`src/rtl/rr_arbiter_8.sv`:
```
// rr_arbiter_8 - eight-requester round-robin arbiter with registered grant.
//
// Purpose:
//   Shares one downstream resource among eight level-requesting clients. A
//   grant is held until its owner drops the request; priority then rotates to
//   the index just above the releasing owner, so no requester starves. When
//   the owner releases and another client is waiting, the new grant is issued
//   on the same edge (zero-bubble handover).
//
// Build option:
//   ARB_TIMEOUT_EN - when defined, an 8-bit hold counter revokes a grant that
//                    has been held for TIMEOUT_CYCLES cycles while at least one
//                    other client is requesting. When undefined, no counter is
//                    built and `timeout` is constant 0.
//
// Parameters:
//   TIMEOUT_CYCLES - maximum grant hold in cycles under contention (2..255);
//                    only meaningful with ARB_TIMEOUT_EN.
//
// Ports:
//   clk       in   1  rising-edge clock
//   rst_n     in   1  asynchronous active-low reset
//   req       in   8  level requests, one bit per client
//   gnt       out  8  registered one-hot (or zero) grant
//   gnt_id    out  3  binary index of the granted client (0 when idle)
//   gnt_valid out  1  high exactly when gnt is nonzero
//   timeout   out  1  one-cycle pulse on a timeout revocation

module rr_arbiter_8 #(
    parameter int unsigned TIMEOUT_CYCLES = 16
) (
    input  logic       clk,
    input  logic       rst_n,
    input  logic [7:0] req,
    output logic [7:0] gnt,
    output logic [2:0] gnt_id,
    output logic       gnt_valid,
    output logic       timeout
);

    typedef enum logic [0:0] {
        ST_IDLE  = 1'b0,
        ST_GRANT = 1'b1
    } state_t;

    // Reject out-of-range hold limits at elaboration time.
    if ((TIMEOUT_CYCLES < 2) || (TIMEOUT_CYCLES > 255)) begin : g_bad_timeout
        $error("rr_arbiter_8: TIMEOUT_CYCLES must lie in 2..255");
    end

    // Round-robin search: first set bit of reqv at or above start, modulo 8.
    // Result is {found, index}. Walking the offsets from high to low lets the
    // lowest offset win without an early exit.
    function automatic logic [3:0] rr_pick(input logic [7:0] reqv,
                                           input logic [2:0] start);
        logic [3:0] res;
        logic [2:0] idx;
        res = 4'b0000;
        for (int k = 7; k >= 0; k--) begin
            idx = start + 3'(k);
            if (reqv[idx]) begin
                res = {1'b1, idx};
            end else begin
                res = res;
            end
        end
        return res;
    endfunction

    // Binary index to one-hot grant vector.
    function automatic logic [7:0] onehot8(input logic [2:0] idx);
        return 8'b0000_0001 << idx;
    endfunction

    state_t     state_r;
    logic [2:0] ptr_r;
    logic [7:0] gnt_r;
    logic [2:0] gnt_id_r;
    logic       gnt_valid_r;
    logic       timeout_r;

    logic       owner_req_s;
    logic       others_s;
    logic       release_s;
    logic       revoke_s;
    logic       handover_s;
    logic [2:0] next_ptr_s;
    logic [7:0] search_vec_s;
    logic [2:0] search_base_s;
    logic [3:0] pick_s;

`ifdef ARB_TIMEOUT_EN
    localparam logic [7:0] HOLD_LAST_C = 8'(TIMEOUT_CYCLES - 1);

    logic [7:0] hold_cnt_r;

    // Revoke the grant when the hold limit is reached under contention.
    always_comb begin
        revoke_s = 1'b0;
        if ((state_r == ST_GRANT) && owner_req_s &&
            (hold_cnt_r == HOLD_LAST_C) && others_s) begin
            revoke_s = 1'b1;
        end else begin
            revoke_s = 1'b0;
        end
    end

    // Hold counter: cleared on each new grant, counts grant cycles, and
    // saturates at the limit so a late-arriving request revokes promptly.
    always_ff @(posedge clk or negedge rst_n) begin
        if (!rst_n) begin
            hold_cnt_r <= 8'd0;
        end else if (state_r != ST_GRANT) begin
            hold_cnt_r <= 8'd0;
        end else if (handover_s) begin
            hold_cnt_r <= 8'd0;
        end else if (hold_cnt_r != HOLD_LAST_C) begin
            hold_cnt_r <= hold_cnt_r + 8'd1;
        end else begin
            hold_cnt_r <= hold_cnt_r;
        end
    end
`else
    // Without the timeout option a grant is never revoked.
    always_comb begin
        revoke_s = 1'b0;
    end
`endif

    // Release/handover detection and winner search. In GRANT the search starts
    // just above the current owner with the owner's bit masked, so a client
    // that drops and re-raises its request on the release edge is skipped.
    always_comb begin
        owner_req_s   = req[gnt_id_r];
        others_s      = |(req & ~gnt_r);
        next_ptr_s    = gnt_id_r + 3'd1;
        release_s     = 1'b0;
        search_vec_s  = req;
        search_base_s = ptr_r;
        if (state_r == ST_GRANT) begin
            release_s     = !owner_req_s;
            search_vec_s  = req & ~gnt_r;
            search_base_s = next_ptr_s;
        end else begin
            release_s     = 1'b0;
            search_vec_s  = req;
            search_base_s = ptr_r;
        end
        handover_s = release_s || revoke_s;
        pick_s     = rr_pick(search_vec_s, search_base_s);
    end

    // Arbitration state machine with registered grant outputs.
    always_ff @(posedge clk or negedge rst_n) begin
        if (!rst_n) begin
            state_r     <= ST_IDLE;
            ptr_r       <= 3'd0;
            gnt_r       <= 8'd0;
            gnt_id_r    <= 3'd0;
            gnt_valid_r <= 1'b0;
            timeout_r   <= 1'b0;
        end else begin
            case (state_r)
                ST_IDLE: begin
                    timeout_r <= 1'b0;
                    if (pick_s[3]) begin
                        state_r     <= ST_GRANT;
                        gnt_r       <= onehot8(pick_s[2:0]);
                        gnt_id_r    <= pick_s[2:0];
                        gnt_valid_r <= 1'b1;
                    end else begin
                        state_r     <= ST_IDLE;
                        gnt_r       <= 8'd0;
                        gnt_id_r    <= 3'd0;
                        gnt_valid_r <= 1'b0;
                    end
                end
                ST_GRANT: begin
                    timeout_r <= revoke_s;
                    if (handover_s) begin
                        ptr_r <= next_ptr_s;
                        if (pick_s[3]) begin
                            state_r     <= ST_GRANT;
                            gnt_r       <= onehot8(pick_s[2:0]);
                            gnt_id_r    <= pick_s[2:0];
                            gnt_valid_r <= 1'b1;
                        end else begin
                            state_r     <= ST_IDLE;
                            gnt_r       <= 8'd0;
                            gnt_id_r    <= 3'd0;
                            gnt_valid_r <= 1'b0;
                        end
                    end else begin
                        state_r     <= ST_GRANT;
                        gnt_r       <= gnt_r;
                        gnt_id_r    <= gnt_id_r;
                        gnt_valid_r <= 1'b1;
                    end
                end
                default: begin
                    state_r     <= ST_IDLE;
                    ptr_r       <= 3'd0;
                    gnt_r       <= 8'd0;
                    gnt_id_r    <= 3'd0;
                    gnt_valid_r <= 1'b0;
                    timeout_r   <= 1'b0;
                end
            endcase
        end
    end

    assign gnt       = gnt_r;
    assign gnt_id    = gnt_id_r;
    assign gnt_valid = gnt_valid_r;
    assign timeout   = timeout_r;

endmodule

```
`config.mk`:
```
export PLATFORM = sky130hd
export DESIGN_NAME = rr_arbiter_8
export DESIGN_NICKNAME = d
export VERILOG_FILES = /design/src/rtl/rr_arbiter_8.sv
export SDC_FILE = /design/constraint.sdc
export NUM_CORES = 1
export LEC_CHECK = 0
export CAP_MARGIN = 5
export CORE_MARGIN = 4
export CORE_UTILIZATION = 45
export DETAILED_ROUTE_END_ITERATION = 10
export PLACE_DENSITY_LB_ADDON = 0.15
export SETUP_SLACK_MARGIN = 0.1
export SYNTH_ARGS = -nofsm -noshare
export SYNTH_HDL_FRONTEND = slang
export SYNTH_SLANG_ARGS = --single-unit
```
`constraint.sdc`:
```
create_clock -name clk -period 4 [get_ports clk]
set_clock_uncertainty 0.15 [all_clocks]
set_input_delay 1.2 -clock clk [delete_from_list [all_inputs] [get_ports clk]]
set_output_delay 1.2 -clock clk [all_outputs]
set_load 0.02 [all_outputs]
```
### After elaboration in Yosys (flattened, before gate mapping)

Cells that the tools add are included.

* bits in registers: 15
* latch bits: 0
* bits in writable memories: 0
* bits in read-only memories: 0
* word-level logic and storage cells: 66
* memories: 0

* $add $sub $neg: 8
* $mul: 0
* divide/modulo/power cells: 0
* magnitude comparators: 9
* equality and inequality tests: 1
* shift operators: 1
* mux-type cells: 38
* bitwise logic cells: 3
* reduce and logical (&&, ||, !) cells: 2

Operators by type and width (count)
* $lt A3 B4 Y1 const B: 9
* $mux W4: 8
* $bmux W1 S3: 9
* $mux W8: 3
* $pmux W8 S2: 1
* $add A3 B3 Y3 const B: 4
* $mux W1: 12
* $mux W3: 3
* $and A8 B8 Y8: 1
* $not A8 Y8: 1
* $shl A1 B3 Y8 const A: 1
* $add A3 B1 Y3 const B: 2
* $add A3 B2 Y3 const B: 2
* $pmux W3 S2: 1
* $ne A2 B1 Y1 const B: 1
* $pmux W1 S2: 1
* $reduce_and A2 Y1: 1
* $logic_not A1 Y1: 1
* $not A1 Y1: 1

### Longest topological paths before layout

Gate-level depths: netlist of the first run.

* depth after elaboration: 17
* mapped depth: 13
* gate-level depth less buffers: 12

### Worst setup path before layout of the first run

No wires, ideal clock.

* path type: register to register
* from: register gnt_id_r[0], in the netlist gnt_id[0]
* to: register gnt_r[6], in the netlist gnt[6]
* arrival: 3.451 ns
* required time: 3.729 ns
* setup slack: 0.279 ns
* stages on the path, launching flop included: 14
* clock period less this slack: 3.721 ns
* cells stage by stage: dfrtp_1 -> ha_1 -> mux2i_2 -> inv_2 -> clkbuf_1 -> ha_1 -> inv_1 -> mux4_2 -> mux2i_1 -> nor2_1 -> nand2_1 -> o21ai_0 -> or4_4 -> a22o_1

* cells in the longest elaborated chain, start to end: 17

RTL lines
* start, declared: RTL line 78 `logic [2:0] gnt_id_r;`
* start signal, assigned: RTL line 169 `gnt_id_r <= pick_s[2:0];`
* start signal, assigned: RTL line 185 `gnt_id_r <= pick_s[2:0];`
* start signal, assigned: RTL line 196 `gnt_id_r <= gnt_id_r;`
* $add A3 B1 Y3 (*): RTL line 136 `next_ptr_s = gnt_id_r + 3'd1;`
* named net next_ptr_s[1]: RTL line 87 `logic [2:0] next_ptr_s;`
* $mux W3 (*): RTL line 140 `if (state_r == ST_GRANT) begin`
* $add A3 B3 Y3: RTL line 60 `idx = start + 3'(k);`
* $bmux W1 S3: RTL line 61 `if (reqv[idx]) begin`
* $mux W1 (not written as such): RTL line 61
* $mux W4 (7 in a row): RTL line 61
* $mux W4 (*): RTL line 61
* $shl A1 B3 Y8: RTL line 72 `return 8'b0000_0001 << idx;`
* $mux W8 (*): RTL line 166, 182
* $mux W8: RTL line 180 `if (handover_s) begin`
* $pmux W8 S2 (*): RTL line 163 `case (state_r)`
* end signal, assigned: RTL line 168 `gnt_r <= onehot8(pick_s[2:0]);`
* end signal, assigned: RTL line 184 `gnt_r <= onehot8(pick_s[2:0]);`
* end signal, assigned: RTL line 195 `gnt_r <= gnt_r;`
* end, declared: RTL line 77 `logic [7:0] gnt_r;`

Mark *: on every way through the listed nets, which the timed path passes. The rest lies on a longest branch. The select of a mux whose other input is x is not followed.
A chain may end at the register's enable or synchronous reset.

### Worst setup path after layout of the first run

* from: input port req[2]
* to: register gnt_r[6], in the netlist gnt[6]

* cells in the longest elaborated chain, start to end: 16

RTL lines
* start, declared: RTL line 34 `input logic [7:0] req,`
* $and A8 B8 Y8: RTL line 142 `search_vec_s = req & ~gnt_r;`
* $mux W8: RTL line 140
* $bmux W1 S3: RTL line 61
* $mux W1 (not written as such): RTL line 61
* $mux W4 (8 in a row): RTL line 61
* $shl A1 B3 Y8: RTL line 72
* $mux W8: RTL line 166, 182
* $mux W8: RTL line 180
* $pmux W8 S2: RTL line 163

Several ways; a longest one is shown, not always the timed one. The select of a mux whose other input is x is not followed.

==> run summary, run 1 <==
Clk pin slew, worst setup/hold paths -> 0.06 ns
r2r setup slk -> 0.41 ns
Skew-Pair Late Insertion Delay -> 0.25 ns
grt total ovfl -> 0
Slew HR -> 0.5535
synth-to-layout area growth -> 35.55%
pre-CTS setup slack -> -0.2010 ns
initial antenna violation count -> 0
post-synth top area cell -> dfrtp_1
buffer and inverter count on the worst path -> 1
total track usage -> 0.2277
row count -> 21
period utilisation layout -> 0.9596
r2r startpoint -> gnt_id[1]$_DFFE_PN0P_
Critical Path Fanout Max -> 6
Min-Delay Startpoint -> ptr_r[2]$_DFFE_PN0P_
Yosys warnings -> 0
routed vias/inst -> 6.635
top-area cell type share of the netlist area -> 0.2240
Die ar. -> 4763 sq um
Post-Route WL -> 5599 um
final setup fails -> 0
synth top area cells -> dfrtp_1 22%, mux4_2 8.1%, a221oi_1 4.7%
pin count of the biggest net entering global routing -> 23
remaining design rule violation count -> 0
crit path kind -> in2reg
fillcell total -> 320
worst hold path type -> reg2reg
Worst Max-Slew Pin Slew -> 0.6676 ns
CP Launch Type -> input port
H-tree levels -> 1
DR vias -> 1944
CTS tree -> built
CTS max path bufs -> 2
Worst path slowest cell -> or4_4
Detail Placement HPWL -> 4303 um
Core Util, Final -> 0.6548
Slew Limit Fails -> 0
Syn Nets -> 212
Multi-input gate area -> 1306 sq um
status -> completed
synth unique cells -> 57
Yosys reg bits -> 15
syn_area_per_cell -> 8.377 sq um
Post-Synthesis Cell Area -> 1675 sq um
gp weighted congestion -> 0.9674
first-pass GRT wire length -> 9087 um
antenna-violating nets left -> 0
endpoints failing hold -> 0
RSZ-0062 raised after global routing -> no
Worst Hold Endpoint -> ptr_r[2]$_DFFE_PN0P_
first-pass detailed-route iteration total -> 5
share of layout cells above drive strength 1 -> 0.2874
hold path depth -> 1
Worst path max stage delay -> 0.56 ns
core outline area -> 3468 sq um
die width -> 69.02 um
Final nets -> 260
Max Cap Violations -> 0
I/O pin count -> 23
Reg area -> 375.4 sq um
crit end category -> flip-flop
most frequent cells after synthesis -> 21 x nand2_1, 15 x dfrtp_1, 13 x nor2_1
chip height -> 69.02 um
Highest Clock Rate -> 260.5 MHz
Final Worst Setup Slack -> 0.1618 ns
number of inserted diodes -> 0
post-CTS setup buffers -> 0
Root Buffer -> clkbuf_8
hold_buf cts -> 0
Post-synth ARST share -> 1.000
Initial Util -> 0.4830
Worst Path Arrival -> 3.83 ns
EDFF count, synth -> 0
clock sink count -> 15
R2R depth -> 12
IO buf count -> 21
fin crit period -> 3.838 ns
CP top delay family -> compound AO/OA/AOI/OAI gates
cells after synthesis -> 200
reg2reg end -> gnt[6]$_DFFE_PN0P_
WL/cell -> 19.11 um
CP required -> 3.99 ns
Primary FF master, synth -> dfrtp_1
CTS Buf Count -> 3
CP Cell Sequence -> clkdlybuf4s50_1 -> a21boi_1 -> mux4_2 -> mux2_4 -> o21bai_1 -> o211ai_2 -> and3_1 -> or4_4 -> a22o_1
post-synthesis sequential area ratio -> 0.2240
DR iter-0 viols -> 226
vias in the first global route -> 1902
most frequent cell after synthesis -> nand2_1
[area by class of cell]
class                           count  share of cell area
Sequential cell                    15              0.1653
Tap cell                           46             0.02534
Inverter                            7             0.01157
Timing Repair Buffer               54              0.2028
Clock buffer                        4             0.01983
Multi-Input combinational cell    167              0.5752
[cell families after synthesis]
logic type | synth area share
flops | 0.2240
compound gates | 0.3256
fa+ha+maj | 0.01493
mux | 0.1673
other cells | 0.002238
simple gates | 0.1957
buf+inv | 0.04555
xor+xnor | 0.02465
[worst max-delay path by stage]
stage	end	slack (ns)	startpoint	cells past startpoint
final	gnt[6]$_DFFE_PN0P_	0.16	req[2]	9
after global routing	gnt[2]$_DFFE_PN0P_	0.07	req[2]	9
after CTS	gnt[0]$_DFFE_PN0P_	0.09	req[0]	9
after detailed placement	gnt[0]$_DFFE_PN0P_	-0.20	req[3]	9
after global placement	gnt[5]$_DFFE_PN0P_	-0.10	req[2]	10
after floorplan	gnt[6]$_DFFE_PN0P_	0.28	gnt_id[0]$_DFFE_PN0P_	13
[layout by cell type, fill, tap and decap left out, drive strengths merged, types with 2 or more instances in the layout]
cell and n:
a221oi 9, dfrtp 15, a21o 2, nand4 2, nand3 8, a21boi 7
clkbuf 4, o221ai 2, nand2 21, xnor2 2, and3 2, nor2b 2
a22o 4, buf 33, clkdlybuf4s50 20, mux2 6, and2 2, a221o 2
nor2 14, ha 2, o22ai 2, o211ai 2, nor3 3, a21oi 8
a211oi 4, a31oi 4, mux4 6, o21ai 18, inv 7, nand2b 4
mux2i 7, o31ai 6
[layer usage]
layer | up-vias | track usage | part of all wire
met5 | - | 0 | 0
met4 | 0 | 0.08026 | 0.022
met3 | 13 | 0.03198 | 0.069
met2 | 119 | 0.3930 | 0.50
met1 | 934 | 0.2878 | 0.41
li1 | 878 | - | -
[repair_timing]
action | in CTS | in global routing
setup endpoints to repair | 7 | 11
pin swaps | 0 | 3
resized for setup | 5 | 20
[flip-flops by register name, indices dropped and copies added, names as in the netlist]
| signal | cells |
|---|---|
| gnt | 8 |
| gnt_id | 3 |
| gnt_valid | 1 |
| ptr_r | 3 |
[stage by stage]
stage               instance area (sq um)  instances  setup TNS (ns)  hold slack (ns)
floorplan                            1675        200               0           0.3148
detailed placement                   2141        289          -1.578           0.3521
global route                         2271        293               0           0.3971
CTS                                  2196        293               0           0.3694
global placement                     2141        289         -0.6162           0.3362
finish                               2271        293               0           0.3619
Power of run 1 is not shown: default switching activity piles up to over one toggle a cycle in this logic, so the estimate is an artifact.
==> inputs of run 2 (changes only) <==
Settings changed: CAP_MARGIN 5 to not set, PLACE_DENSITY set to 0.67, PLACE_DENSITY_LB_ADDON 0.15 to not set, SLEW_MARGIN set to 20.
==> run 2 against run 1 <==
Effect of this change:
- non-clock buffer count grew 5
- design area is 4.2% higher
- sequential share of layout area fell by 0.67 points
- utilization up 2.8 points
- wire length rose by 0.89%
- fmax is 0.46% lower
- critical endpoint is now gnt[2]$_DFFE_PN0P_
- largest cell class unchanged
==> run summary, run 2 (same netlist as run 1, synthesis figures left out) <==
most frequent cells in the layout -> 37 x buf_4, 21 x nand2_1, 19 x clkdlybuf4s50_1
pin count of the biggest net entering global routing -> 23
period utilisation layout -> 0.9640
Largest register FFs -> 8
hold path depth -> 1
first-pass detailed-route iteration total -> 5
Min-Delay Startpoint -> ptr_r[2]$_DFFE_PN0P_
synth-to-layout area growth -> 41.30%
Worst Max-Slew Pin Slew -> 0.7614 ns
Detail Placement HPWL -> 4296 um
R2R depth -> 10
Die ar. -> 4763 sq um
Max Cap Violations -> 0
Critical Path Fanout Max -> 5
chip height -> 69.02 um
first-pass GRT wire length -> 8949 um
status -> completed
Initial Util -> 0.4830
RSZ-0062 raised after global routing -> yes
core outline area -> 3468 sq um
vias in the first global route -> 1904
Slew HR -> 0.4871
Post-Route WL -> 5649 um
Worst Path Arrival -> 3.84 ns
crit end category -> flip-flop
clock sink count -> 15
remaining design rule violation count -> 0
Clk pin slew, worst setup/hold paths -> 0.06 ns
CP required -> 3.98 ns
share of layout cells above drive strength 1 -> 0.3373
DR vias -> 1942
worst hold path type -> reg2reg
Slew Limit Fails -> 0
Skew-Pair Late Insertion Delay -> 0.24 ns
CP Launch Type -> input port
r2r startpoint -> gnt_valid$_DFF_PN0_
reg2reg end -> gnt[2]$_DFFE_PN0P_
die width -> 69.02 um
Final nets -> 265
fillcell total -> 296
fin crit period -> 3.856 ns
I/O pin count -> 23
Worst path max stage delay -> 0.53 ns
grt total ovfl -> 0
CTS max path bufs -> 2
CTS tree -> built
CP Cell Sequence -> clkdlybuf4s50_1 -> a21boi_0 -> buf_4 -> mux4_2 -> mux2_4 -> buf_6 -> nor2_2 -> a2111oi_4 -> or4_4 -> a22o_1
Worst path slowest cell -> or4_4
CTS Buf Count -> 3
IO buf count -> 21
commonest non-fill, non-tap cell in the layout -> buf_4
design area -> 2367 sq um
Highest Clock Rate -> 259.3 MHz
endpoints failing hold -> 0
DR iter-0 viols -> 162
WL/cell -> 18.96 um
routed vias/inst -> 6.517
row count -> 21
Worst Hold Endpoint -> ptr_r[2]$_DFFE_PN0P_
antenna-violating nets left -> 0
crit path kind -> in2reg
number of inserted diodes -> 0
total track usage -> 0.2211
r2r setup slk -> 0.20 ns
initial antenna violation count -> 0
Root Buffer -> clkbuf_8
gp weighted congestion -> 0.9392
final setup fails -> 0
DP Area -> 2148 sq um
H-tree levels -> 1
-- run 2: changes by cell type in the layout (fill, tap and decap cells not counted), sizes merged --
cell | previous run | this run
clkdlybuf4s50 | 20 | 19
buf | 33 | 38
dlymetal6s2s | 1 | 2
clkinv | 0 | 1
clkbuf | 4 | 3
-- run 2: metrics by stage --
step / hold slack [ns] / setup TNS (ns) / cells / setup slack (ns) / utilization
2_1_floorplan: 0.3148 / 0 / 200 / 0.2785 / -
3_3_place_gp: 0.3313 / -0.7817 / 290 / -0.1326 / 0.6194
3_5_place_dp: 0.3389 / -1.200 / 290 / -0.1727 / 0.6194
4_1_cts: 0.3529 / 0 / 294 / 0.1247 / 0.6393
5_1_grt: 0.3790 / 0 / 298 / 0.06048 / 0.6825
6_report: 0.3487 / 0 / 298 / 0.1440 / 0.6825
-- run 2: layout make-up --
| class | instances | area (sq um) | area share |
|---|---|---|---|
| clock buffers | 3 | 41.29 | 0.01744 |
| well taps | 46 | 57.56 | 0.02431 |
| repair buffers | 59 | 504.2 | 0.2130 |
| clock inverters | 1 | 5.005 | 0.002114 |
| inverters | 7 | 26.28 | 0.01110 |
| flip-flops and latches | 15 | 375.4 | 0.1586 |
| multi-input cells | 167 | 1358 | 0.5735 |
-- run 2: timing repair --
item | 4_1_cts | 5_1_grt
setup endpoints to repair | 5 | 9
buffers inserted | 0 | 4
hold buffers | 0 | 0
pin swaps | 0 | 14
cloned | 0 | 0
gates resized for setup | 4 | 31
-- run 2: worst max-delay path, delay by kind of cell --
family | cells | cell delay (ns)
muxes | 2 | 0.78
buffers and inverters | 3 | 0.75
AOI/OAI and AO/OA | 3 | 0.45
and+or+nand+nor | 2 | 0.66
-- run 2: layer usage --
layer,vias up,global-route usage,routed length (um)
li1,881,-,-
met1,940,0.2849,2333
met2,102,0.3824,2797
met3,19,0.03198,357
met4,0,0.06291,160
met5,-,0,0
-- run 2: worst max path at each step --
| stage | to | startpoint | slack, ns | cells after the start |
|---|---|---|---|---|
| after floorplan | gnt[6]$_DFFE_PN0P_ | gnt_id[0]$_DFFE_PN0P_ | 0.28 | 13 |
| after global placement | gnt[2]$_DFFE_PN0P_ | req[5] | -0.13 | 11 |
| after detailed placement | gnt[2]$_DFFE_PN0P_ | req[5] | -0.17 | 10 |
| after CTS | gnt[2]$_DFFE_PN0P_ | req[1] | 0.12 | 9 |
| after global routing | gnt[1]$_DFFE_PN0P_ | req[6] | 0.06 | 12 |
| final | gnt[2]$_DFFE_PN0P_ | req[6] | 0.14 | 10 |
Power of run 2 is left out for the same reason.
==> inputs of run 3 (changes only) <==
Settings changed: CORE_UTILIZATION 45 to 25, PLACE_DENSITY 0.67 to 0.42.
==> run 3 against run 2 <==
Effect of this change:
- utilization shrank 29 points
- fmax increased by 0.57%
- hold slack gained 0.0038 ns
- global-route usage fell by 6.5 points
- sequential share of layout area down 1.0 points
- count of clock-buffer cells in the layout rose by 1
- setup slack gained 0.022 ns
- critical endpoint is now gnt[3]$_DFFE_PN0P_
==> run summary, run 3 (same netlist as run 1, synthesis figures left out) <==
status -> completed
initial antenna violation count -> 0
Die ar. -> 8075 sq um
period utilisation layout -> 0.9585
Reg area -> 375.4 sq um
CP required -> 3.98 ns
Worst Path Arrival -> 3.82 ns
number of inserted diodes -> 0
grt total ovfl -> 0
commonest non-fill, non-tap cell in the layout -> buf_4
CP Launch Type -> input port
share of layout cells above drive strength 1 -> 0.3571
Critical Path Fanout Max -> 4
final setup fails -> 0
Skew-Pair Late Insertion Delay -> 0.25 ns
total track usage -> 0.1558
fillcell total -> 662
CTS Buf Count -> 3
fin crit period -> 3.834 ns
Worst Max-Slew Pin Slew -> 0.7330 ns
CTS max path bufs -> 2
remaining design rule violation count -> 0
Max Cap Violations -> 0
vias in the first global route -> 1960
RSZ-0062 raised after global routing -> no
clock sink count -> 15
I/O pin count -> 23
endpoints failing hold -> 0
Slew Limit Fails -> 0
H-tree levels -> 1
chip height -> 89.86 um
Final nets -> 279
Largest register FFs -> 8
final non-filler cell total -> 343
Detail Placement HPWL -> 4890 um
worst hold path type -> reg2reg
gp weighted congestion -> 0.8357
Slew HR -> 0.5098
Cells after DPL -> 337
Initial Util -> 0.2609
IO buf count -> 21
die width -> 89.86 um
routed vias/inst -> 5.367
Root Buffer -> clkbuf_8
row count -> 29
core outline area -> 6422 sq um
Highest Clock Rate -> 260.8 MHz
Post-Route WL -> 6321 um
synth-to-layout area growth -> 50.78%
Multi-input gate area -> 1356 sq um
Core Util, Final -> 0.3933
pin count of the biggest net entering global routing -> 23
DR iter-0 viols -> 99
hold_buf cts -> 0
crit end category -> flip-flop
CTS tree -> built
most frequent cells in the layout -> 49 x buf_4, 20 x nand2_1, 15 x dfrtp_1, 15 x clkdlybuf4s50_1, 12 x nor2_1
antenna-violating nets left -> 0
WL/cell -> 18.43 um
first-pass detailed-route iteration total -> 4
crit path kind -> in2reg
DR vias -> 1841
Clk pin slew, worst setup/hold paths -> 0.06 ns
first-pass GRT wire length -> 10210 um
## run 3: path summary, 6_finish.rpt
| check | cells past startpoint | to | slack (ns) | from |
|---|---|---|---|---|
| worst max-delay path | 10 | gnt[3]$_DFFE_PN0P_ | 0.17 | req[1] |
| worst min-delay path | 1 | ptr_r[2]$_DFFE_PN0P_ | 0.35 | ptr_r[2]$_DFFE_PN0P_ |
| max in group asynchronous | 1 | gnt[0]$_DFFE_PN0P_ | 2.00 | rst_n |
| worst min register to register | 1 | ptr_r[2]$_DFFE_PN0P_ | 0.35 | ptr_r[2]$_DFFE_PN0P_ |
| worst max register to register | 11 | gnt[3]$_DFFE_PN0P_ | 0.44 | gnt_valid$_DFF_PN0_ |
| min in group asynchronous | 1 | gnt[5]$_DFFE_PN0P_ | 1.24 | rst_n |
## run 3: per-stage QoR
| step | setup TNS [ns] | hold WS, ns | instance area [sq um] | setup slack [ns] |
|---|---|---|---|---|
| 3_3_place_gp | -2.223 | 0.3338 | 2307 | -0.2835 |
| 2_1_floorplan | 0 | 0.3148 | 1675 | 0.2785 |
| 6_report | 0 | 0.3525 | 2526 | 0.1659 |
| 3_5_place_dp | -1.711 | 0.3401 | 2307 | -0.2288 |
| 4_1_cts | 0 | 0.3553 | 2374 | 0.1049 |
| 5_1_grt | 0 | 0.3750 | 2526 | 0.04690 |
## run 3: metal layers
metal  track usage  vias to the layer above  share of wire
li1              -                      908              -
met1        0.2070                      883           0.46
met2        0.2738                       41           0.50
met3       0.01836                        9          0.025
met4       0.02934                        0          0.014
met5             0                        -              0
## run 3: area by class of cell
cell class,instances,area share
flip-flops and latches,15,0.1486
clock buffers,4,0.01783
repair buffers,73,0.2481
inverters,7,0.01040
well taps,77,0.03814
multi-input cells,167,0.5369
## run 3: critical path: stages
cell	delay (ns)
clkdlybuf4s50_1	0.42
a21boi_4	0.16
mux4_2	0.53
a221o_1	0.39
a221oi_2	0.27
a211oi_2	0.11
buf_4	0.17
o211ai_1	0.27
nor2_2	0.08
a22o_1	0.21
## run 3: what timing repair did
action / 4_1_cts / 5_1_grt
gates resized for setup: 5 / 34
setup endpoints to repair: 7 / 11
pin swaps: 0 / 15
buffers inserted: 0 / 2
Power of run 3 is left out for the same reason.
